<file path="config.mk">
export PLATFORM = sky130hd
export DESIGN_NAME = udma_sdio_cmd_arb
export DESIGN_NICKNAME = d
export VERILOG_FILES = /design/src/rtl/udma_sdio_cmd_arb.sv
export SDC_FILE = /design/constraint.sdc
export NUM_CORES = 1
export LEC_CHECK = 0
export BUFFER_PORTS_ARGS = -buffer_cell sky130_fd_sc_hd__buf_2
export CAP_MARGIN = 40
export CORE_MARGIN = 2
export CORE_UTILIZATION = 41
export CTS_CLUSTER_DIAMETER = 30
export CTS_CLUSTER_SIZE = 40
export DETAILED_ROUTE_END_ITERATION = 7
export PLACE_DENSITY = 0.72
export REMOVE_ABC_BUFFERS = 1
export SYNTH_ARGS = -nofsm -noshare
export SYNTH_HDL_FRONTEND = slang
export SYNTH_SLANG_ARGS = --single-unit
</file>
<file path="constraint.sdc">
create_clock -name clk_i -period 3.1 [get_ports clk_i]
set_input_delay 0.62 -clock clk_i [delete_from_list [all_inputs] [get_ports clk_i]]
set_output_delay 0.62 -clock clk_i [all_outputs]
set_load 0.01 [all_outputs]
</file>
<file path="src/rtl/udma_sdio_cmd_arb.sv">
// udma_sdio_cmd_arb
// Two-requester round-robin arbiter and sequencer in front of the single SDIO
// command/data engine. It latches the winning command, pulses start_o to the
// engine, and watches for end-of-transfer, engine error or timeout. It then
// returns done/err/status to the granted requester only.
//
// Ports
//   clk_i, rst_i        clock, asynchronous active-high reset
//   req_i[1:0]          per-requester level request, held until ack
//   req_op_i            {op1, op0}, 6 bits each
//   req_arg_i           {arg1, arg0}, 32 bits each
//   req_rsp_type_i      {type1, type0}, 3 bits each
//   req_data_en_i[1:0]  per-requester data-phase enable
//   ack_o[1:0]          same-cycle accept pulse while IDLE
//   done_o[1:0]         completion pulse to the granted requester
//   err_o, status_o     completion result, held until the next completion
//   busy_o              FSM not in IDLE
//   cmd_*_o, start_o    latched command and one-cycle start to the engine
//   eot_i, err_i        engine completion pulses (honoured only in WAIT)
//   status_i            engine status, sampled with eot_i/err_i
//
// Optional feature macro: SDIO_CMD_RETRY_EN. When it is defined, an engine
// error re-issues the same command up to MAX_RETRY times before it is
// reported. A timeout is never retried.
//
// The engine shares rst_i so that a reset in the middle of a command
// leaves both sides idle.

module udma_sdio_cmd_arb #(
  parameter int                   TIMEOUT_W      = 24,
  parameter logic [TIMEOUT_W-1:0] TIMEOUT_CYCLES = TIMEOUT_W'(24'hFF_FFFF),
  parameter int                   MAX_RETRY      = 2
) (
  input  logic        clk_i,
  input  logic        rst_i,
  input  logic [1:0]  req_i,
  input  logic [11:0] req_op_i,
  input  logic [63:0] req_arg_i,
  input  logic [5:0]  req_rsp_type_i,
  input  logic [1:0]  req_data_en_i,
  output logic [1:0]  ack_o,
  output logic [1:0]  done_o,
  output logic        err_o,
  output logic [15:0] status_o,
  output logic        busy_o,
  output logic [5:0]  cmd_op_o,
  output logic [31:0] cmd_arg_o,
  output logic [2:0]  cmd_rsp_type_o,
  output logic        data_en_o,
  output logic        start_o,
  input  logic        eot_i,
  input  logic        err_i,
  input  logic [15:0] status_i
);

`ifdef SDIO_CMD_RETRY_EN
  localparam logic RETRY_EN = 1'b1;
`else
  localparam logic RETRY_EN = 1'b0;
`endif

  localparam int RW = $clog2(MAX_RETRY + 2);
  localparam logic [RW-1:0] MAX_R = RW'(MAX_RETRY);
  // The counter starts at 0 in the first WAIT cycle, so this value marks
  // the TIMEOUT_CYCLES-th WAIT cycle.
  localparam logic [TIMEOUT_W-1:0] TO_LAST = TIMEOUT_CYCLES - TIMEOUT_W'(1);

  typedef enum logic [1:0] {IDLE, ISSUE, WAIT, RESP} state_t;

  state_t               state;
  logic                 gnt;    // requester that owns the in-flight command
  logic                 last;   // last completed grant; round-robin pointer
  logic [TIMEOUT_W-1:0] tcnt;
  logic [RW-1:0]        retry_cnt;
  logic                 win;
  logic                 retry_ok;
  logic [1:0]           gnt_vec;

  // On a tie, the requester that was not served last wins.
  always_comb begin
    win = (req_i == 2'b11) ? ~last : req_i[1];
  end

  // ack is combinational so that a requester sees acceptance in the cycle it
  // is granted. It is gated by reset so that every output reads 0 while
  // rst_i is high.
  always_comb begin
    ack_o = 2'b00;
    if (state == IDLE && !rst_i && (|req_i))
      ack_o = win ? 2'b10 : 2'b01;
  end

  assign busy_o   = (state != IDLE);
  assign retry_ok = RETRY_EN && (retry_cnt < MAX_R);
  assign gnt_vec  = gnt ? 2'b10 : 2'b01;

  always_ff @(posedge clk_i or posedge rst_i) begin
    if (rst_i) begin
      state          <= IDLE;
      gnt            <= 1'b0;
      last           <= 1'b1;
      tcnt           <= '0;
      retry_cnt      <= '0;
      cmd_op_o       <= '0;
      cmd_arg_o      <= '0;
      cmd_rsp_type_o <= '0;
      data_en_o      <= 1'b0;
      start_o        <= 1'b0;
      done_o         <= 2'b00;
      err_o          <= 1'b0;
      status_o       <= '0;
    end else begin
      start_o <= 1'b0;
      done_o  <= 2'b00;
      case (state)
        IDLE: begin
          if (|req_i) begin
            gnt            <= win;
            cmd_op_o       <= win ? req_op_i[11:6]      : req_op_i[5:0];
            cmd_arg_o      <= win ? req_arg_i[63:32]    : req_arg_i[31:0];
            cmd_rsp_type_o <= win ? req_rsp_type_i[5:3] : req_rsp_type_i[2:0];
            data_en_o      <= req_data_en_i[win];
            retry_cnt      <= '0;
            start_o        <= 1'b1;   // high during the ISSUE cycle
            state          <= ISSUE;
          end
        end
        ISSUE: begin
          tcnt  <= '0;
          state <= WAIT;
        end
        WAIT: begin
          tcnt <= tcnt + TIMEOUT_W'(1);
          if (err_i) begin
            // An error wins over a simultaneous eot.
            if (retry_ok) begin
              retry_cnt <= retry_cnt + RW'(1);
              start_o   <= 1'b1;
              state     <= ISSUE;
            end else begin
              status_o <= status_i;
              err_o    <= 1'b1;
              done_o   <= gnt_vec;
              state    <= RESP;
            end
          end else if (eot_i) begin
            status_o <= status_i;
            err_o    <= 1'b0;
            done_o   <= gnt_vec;
            state    <= RESP;
          end else if (tcnt == TO_LAST) begin
            status_o <= 16'hFFFF;
            err_o    <= 1'b1;
            done_o   <= gnt_vec;
            state    <= RESP;
          end
        end
        RESP: begin
          last  <= gnt;
          state <= IDLE;
        end
        default: state <= IDLE;
      endcase
    end
  end

endmodule
</file>
# Word level (Yosys, flattened, before mapping)

Cells that the tools add are included.

Bits in registers: 90
Bits in latches: 0
RAM bits: 0
Bits in read-only memories: 0
Output and inout port bits: 65
Logic and storage cells: 60
Memories kept: 0

Add/subtract/negate cells: 1
Multiply operators: 0
Div/mod/pow operators: 0
Magnitude comparators: 1
Equal/unequal tests: 7
Shift operators: 0
Muxes and demuxes: 27
Bitwise gates (word level): 1
Reductions and logical operators: 11

Operator list:

| kind                                                                     | count |
|---|---|
| 16-bit 2-to-1 mux                                                        | 3 |
| 24-bit case mux with 2 select lines                                      | 1 |
| 32-bit 2-to-1 mux                                                        | 1 |
| 24-bit by 1-bit adder with 24-bit output (second input constant)         | 1 |
| 24-bit equality test (second input constant)                             | 1 |
| 2-bit 2-to-1 mux                                                         | 11 |
| 1-bit 2-to-1 mux                                                         | 8 |
| 2-bit case mux with 4 select lines                                       | 1 |
| 2-bit equality test (second input constant)                              | 3 |
| 6-bit 2-to-1 mux                                                         | 1 |
| 2-bit AND reduction                                                      | 3 |
| 4-bit inequality test (second input constant)                            | 1 |
| 2-bit nonzero test                                                       | 2 |
| 3-bit 2-to-1 mux                                                         | 1 |
| 3-bit nonzero test                                                       | 1 |
| 2-bit by 1-bit equality test with 1-bit output (second input constant)   | 1 |
| 1-bit logical AND                                                        | 2 |
| 2-bit zero test                                                          | 1 |
| 1-bit by 2-bit < comparator with 1-bit output (second input constant)    | 1 |
| 2-bit by 1-bit inequality test with 1-bit output (second input constant) | 1 |
| 2-bit OR reduction                                                       | 1 |
| 1-bit zero test                                                          | 1 |
| 1-bit NOT                                                                | 1 |

# Longest topological paths before layout

Depth after elaboration: 5
Depth in mapped cells: 8

# Worst setup path after synthesis

No wires, ideal clock.

Path kind: input -> output
From: input req_i[1]
To: output ack_o[1]
Data arrival time: 1.624 ns
Data required time: 2.480 ns
Slack: 0.856 ns
Cell stages on the path: 5
Path through: a21boi_0 clkbuf_1 buf_2 nand2_1 nor2_1

Longest elaborated chain between the ends: 4

Ends and longest elaborated chain:

| element             | RTL line | text |
|---|---|---|
| start, declared     | 36       | `input logic [1:0] req_i,` |
| 2-bit equality test | 81       | `win = (req_i == 2'b11) ? ~last : req_i[1];` |
| 1-bit 2-to-1 mux    | 81       |  |
| 2-bit 2-to-1 mux    | 90       | `ack_o = win ? 2'b10 : 2'b01;` |
| 2-bit 2-to-1 mux *  | 89       | `if (state == IDLE && !rst_i && (\|req_i))` |
| end, declared       | 41       | `output logic [1:0] ack_o,` |

Mark *: on every way between the ends. The rest lies on a longest branch, timed or not.

# Worst setup path in the final report

From: register state[1]
To: register tcnt[20]

Longest elaborated chain between the ends: 2

Ends and longest elaborated chain:

| element                                                                               | RTL line | text |
|---|---|---|
| start, declared                                                                       | 70       | `state_t state;` |
| start signal, assigned                                                                | 99       | `state <= IDLE;` |
| start signal, assigned                                                                | 125      | `state <= ISSUE;` |
| start signal, assigned                                                                | 130      | `state <= WAIT;` |
| 2-bit equality test or 2-bit by 1-bit equality test with 1-bit output (tied branches) | 115      | `case (state)` |
| 24-bit case mux with 2 select lines or 2-bit nonzero test (tied branches)             | n/a      |  |
| end signal, assigned                                                                  | 133      | `tcnt <= tcnt + TIMEOUT_W'(1);` |
| end, declared                                                                         | 73       | `logic [TIMEOUT_W-1:0] tcnt;` |

Parallel ways exist; a longest one is shown, timed or not.
A chain may end at the register's enable or synchronous reset.

==> results.md <==
* Status: completed
* First-pass GRT wire length at 17.2 mm
* Hold slack at 0.331 ns
* Initial antenna violation count at 2
* Critical Path RT at 3.35 ns
* Main synth FF type: dfrtp_1
* RSZ-0062 raised after global routing: false
* Post-CTS Resized at 0
* EDFF count, synth at 0
* PortBufs at 170
* Num rows at 36
* Tmin final at 2.44 ns
* CP Launch Point: state[1]$_DFFE_PP0P_
* Crit start category: flip-flop
* Ys async rst share at 1.00
* Dpl cell area at 5190 um^2
* # setup viols final at 0
* Syn_area_per_cell at 10.3 um^2
* Antenna-violating nets left at 0
* CP Data Arrival Time at 2.69 ns
* Root Buffer: clkbuf_8
* MaxCap Viol Count at 0
* Final wirelength at 10.2 mm
* Post-CTS Hold Buffers at 0
* Max Slew Vio Count at 0
* CP peak stage delay at 0.60 ns
* Setup Crit Path Kind: reg2reg
* Die width at 105 um
* Via count at 3606
* Clock buffer count from CTS at 9
* Worst-Margin Slew at 0.785 ns
* IO Pins at 171
* Leak Pwr at 2.74 nW
* CTS tree: built
* Worst VDD drop at 0.000369 V
* CP max FO at 13
* Crit. End Element: flip-flop
* Synthesized flop and latch total at 90
* Setup Skew at 0.0129 ns
* Largest net degree at the start of global routing at 87
* Synthesis-to-layout area growth at 28.8%
* Final GP Congestion at 0.792
* Tot GR Track Use at 0.191
* Slowest CP cell: nor4_1
* Share of layout cells above drive strength 1 at 0.354
* Synth Instances at 406
* Clock Tree Buf Depth at 2
* Final Net Count at 680
* Seq/Total Area, Yosys at 0.537
* Relative slew slack at 0.472
* Pwr dens at 836 nW/um^2
* Vias in the first global route at 3636
* Clock latency on the worst-skew pair at 0.35 ns
* Post-Syn Area at 4200 um^2
* Drt first pass iters at 4
* Initial Utilization at 0.426
* Util after Layout at 0.548
* Design Power at 4.52 mW
* Grt ovf at 0
* Synth unique cells at 46
* Setup TNS at 0 ns
* Area of the core at 9860 um^2
* H-tree lvl count at 3
* CP Cell Sequence: inv_1, ha_1, nand4_1, buf_4, nor4_1, a21oi_1, a31o_2
* Clock Sinks at 90
* Vias/cell at 5.09
* Final hold vios at 0
* Type of the tightest min-delay check: in2async
* Tcrit/Tclk final at 0.786
* Setup repair bufs after CTS at 0
* F_max at 411 MHz
* Yosys warning total at 0
* Worst flop-to-flop path startpoint: state[1]$_DFFE_PP0P_
* Die area at 11100 um^2
* Post-route cell area at 5410 um^2
* Post-DR wirelength/cell at 14.5 um
* Starting DRC count in detailed routing at 108
* Worst-path clk slew at 0.09 ns
* Final HPWL DP at 7.54 mm
* Height of the die at 105 um
* Residual DRC count at 0
==> where the power goes <==
group	switching [mW]	internal, mW	leakage, nW
registers	0.236	1.60	1.13
clock network	0.397	0.477	0.108
logic	1.06	0.747	1.50
==> worst max-delay path, delay by kind of cell, from the launching register on <==
kind	cells	cell delay [ns]
flip-flops	1	0.43
AND/OR/NAND/NOR	2	0.73
buffers and inverters	2	0.26
AO/OA/AOI/OAI	2	0.42
adder cells (fa/ha/maj)	1	0.49
==> registers in the layout, summed over array words and instances, names as in the netlist <==
register / count
data_en_o: 1
start_o: 1
done_o: 2
cmd_rsp_type_o: 3
cmd_arg_o: 32
state: 2
status_o: 16
err_o: 1
cmd_op_o: 6
gnt: 1
tcnt: 24
last: 1
==> layout make-up <==
| cell class | count | area (um^2) |
|---|---|---|
| tap | 133 | 166 |
| multi-input combinational | 280 | 1810 |
| sequential | 90 | 2250 |
| clock buffer | 13 | 149 |
| inverter | 11 | 42.5 |
| timing repair buffer | 177 | 916 |
| fill | 917 | 4460 |
| antenna | 2 | 5.00 |
| clock inverter | 3 | 65.1 |
==> Yosys cell counts (2+ instances only) <==
master / n / share of area
nor3_1: 4 / 0.0048
mux2i_1: 45 / 0.11
nand3_1: 8 / 0.0095
a31o_2: 3 / 0.0063
nor4_1: 5 / 0.0074
o21ai_1: 2 / 0.0024
buf_2: 4 / 0.0048
or4_1: 3 / 0.0054
a31oi_1: 3 / 0.0045
nor2_1: 17 / 0.015
nand4_1: 6 / 0.0089
inv_1: 11 / 0.0098
dfrtp_1: 89 / 0.53
nand2_1: 63 / 0.056
nand2b_1: 3 / 0.0045
and4_1: 2 / 0.0042
nand4_2: 2 / 0.0060
xnor2_1: 6 / 0.013
clkbuf_1: 17 / 0.015
buf_6: 2 / 0.0054
o22a_1: 16 / 0.033
o31ai_1: 2 / 0.0036
o22ai_1: 3 / 0.0045
ha_1: 5 / 0.015
a21oi_1: 10 / 0.012
a41o_1: 2 / 0.0048
xor2_1: 2 / 0.0042
o21ai_0: 49 / 0.058
or3_1: 5 / 0.0074
==> layout by cell type, fill, tap and decap left out, types with 2 or more instances in the layout <==
master	n
a21oi_1	10
a31o_2	3
a31oi_1	3
a41o_1	2
and4_1	2
buf_2	170
buf_4	6
bufinv_16	2
clkbuf_1	3
clkbuf_8	10
clkinv_2	2
dfrtp_1	89
diode_2	2
ha_1	5
inv_1	10
mux2i_1	45
nand2_1	63
nand2b_1	3
nand3_1	8
nand4_1	6
nand4_2	2
nor2_1	17
nor3_1	4
nor4_1	5
o21ai_0	49
o22a_1	16
o22ai_1	3
o31ai_1	2
or3_1	5
or4_1	3
xnor2_1	6
xor2_1	2
==> metrics by stage <==
stage | cells | worst slack (ns)
after floorplan | 381 | -3.26
after global placement | 691 | 0.841
after detailed placement | 691 | 0.738
after CTS | 707 | 0.686
after global routing | 709 | 0.541
final | 709 | 0.665
==> logic make-up (layout without fill, tap and decap cells) <==
group           count (synthesis)  in the layout  synth area share
compound gates                 95             95             0.139
xor+xnor                        8              8            0.0167
fa+ha+maj                       5              5            0.0149
buf+inv                        36            204            0.0378
flops                          90             90             0.537
mux                            46             46             0.110
other cells                     0              2                 0
simple gates                  126            126             0.145
==> routing by layer <==
| layer | track usage | wire length (um) | vias up |
|---|---|---|---|
| met2 | 0.317 | 5180 | 118 |
| met4 | 0.0733 | 162 | 0 |
| met5 | 0 | 0 | - |
| met1 | 0.230 | 4110 | 1713 |
| li1 | - | - | 1762 |
| met3 | 0.0599 | 794 | 13 |
==> worst paths after layout <==
kind	cells after the start	slack [ns]	end
setup / recovery	7	0.66	tcnt[20]$_DFFE_PP0P_
max in group asynchronous	3	2.05	last$_DFFE_PP1N_
hold reg to reg	2	0.48	cmd_arg_o[26]$_DFFE_PP0P_
min in group clk_i	2	0.48	cmd_arg_o[26]$_DFFE_PP0P_
setup reg to reg	7	0.66	tcnt[20]$_DFFE_PP0P_
hold / removal	2	0.33	done_o[0]$_DFF_PP0_
(Power assumes the default switching activity.)
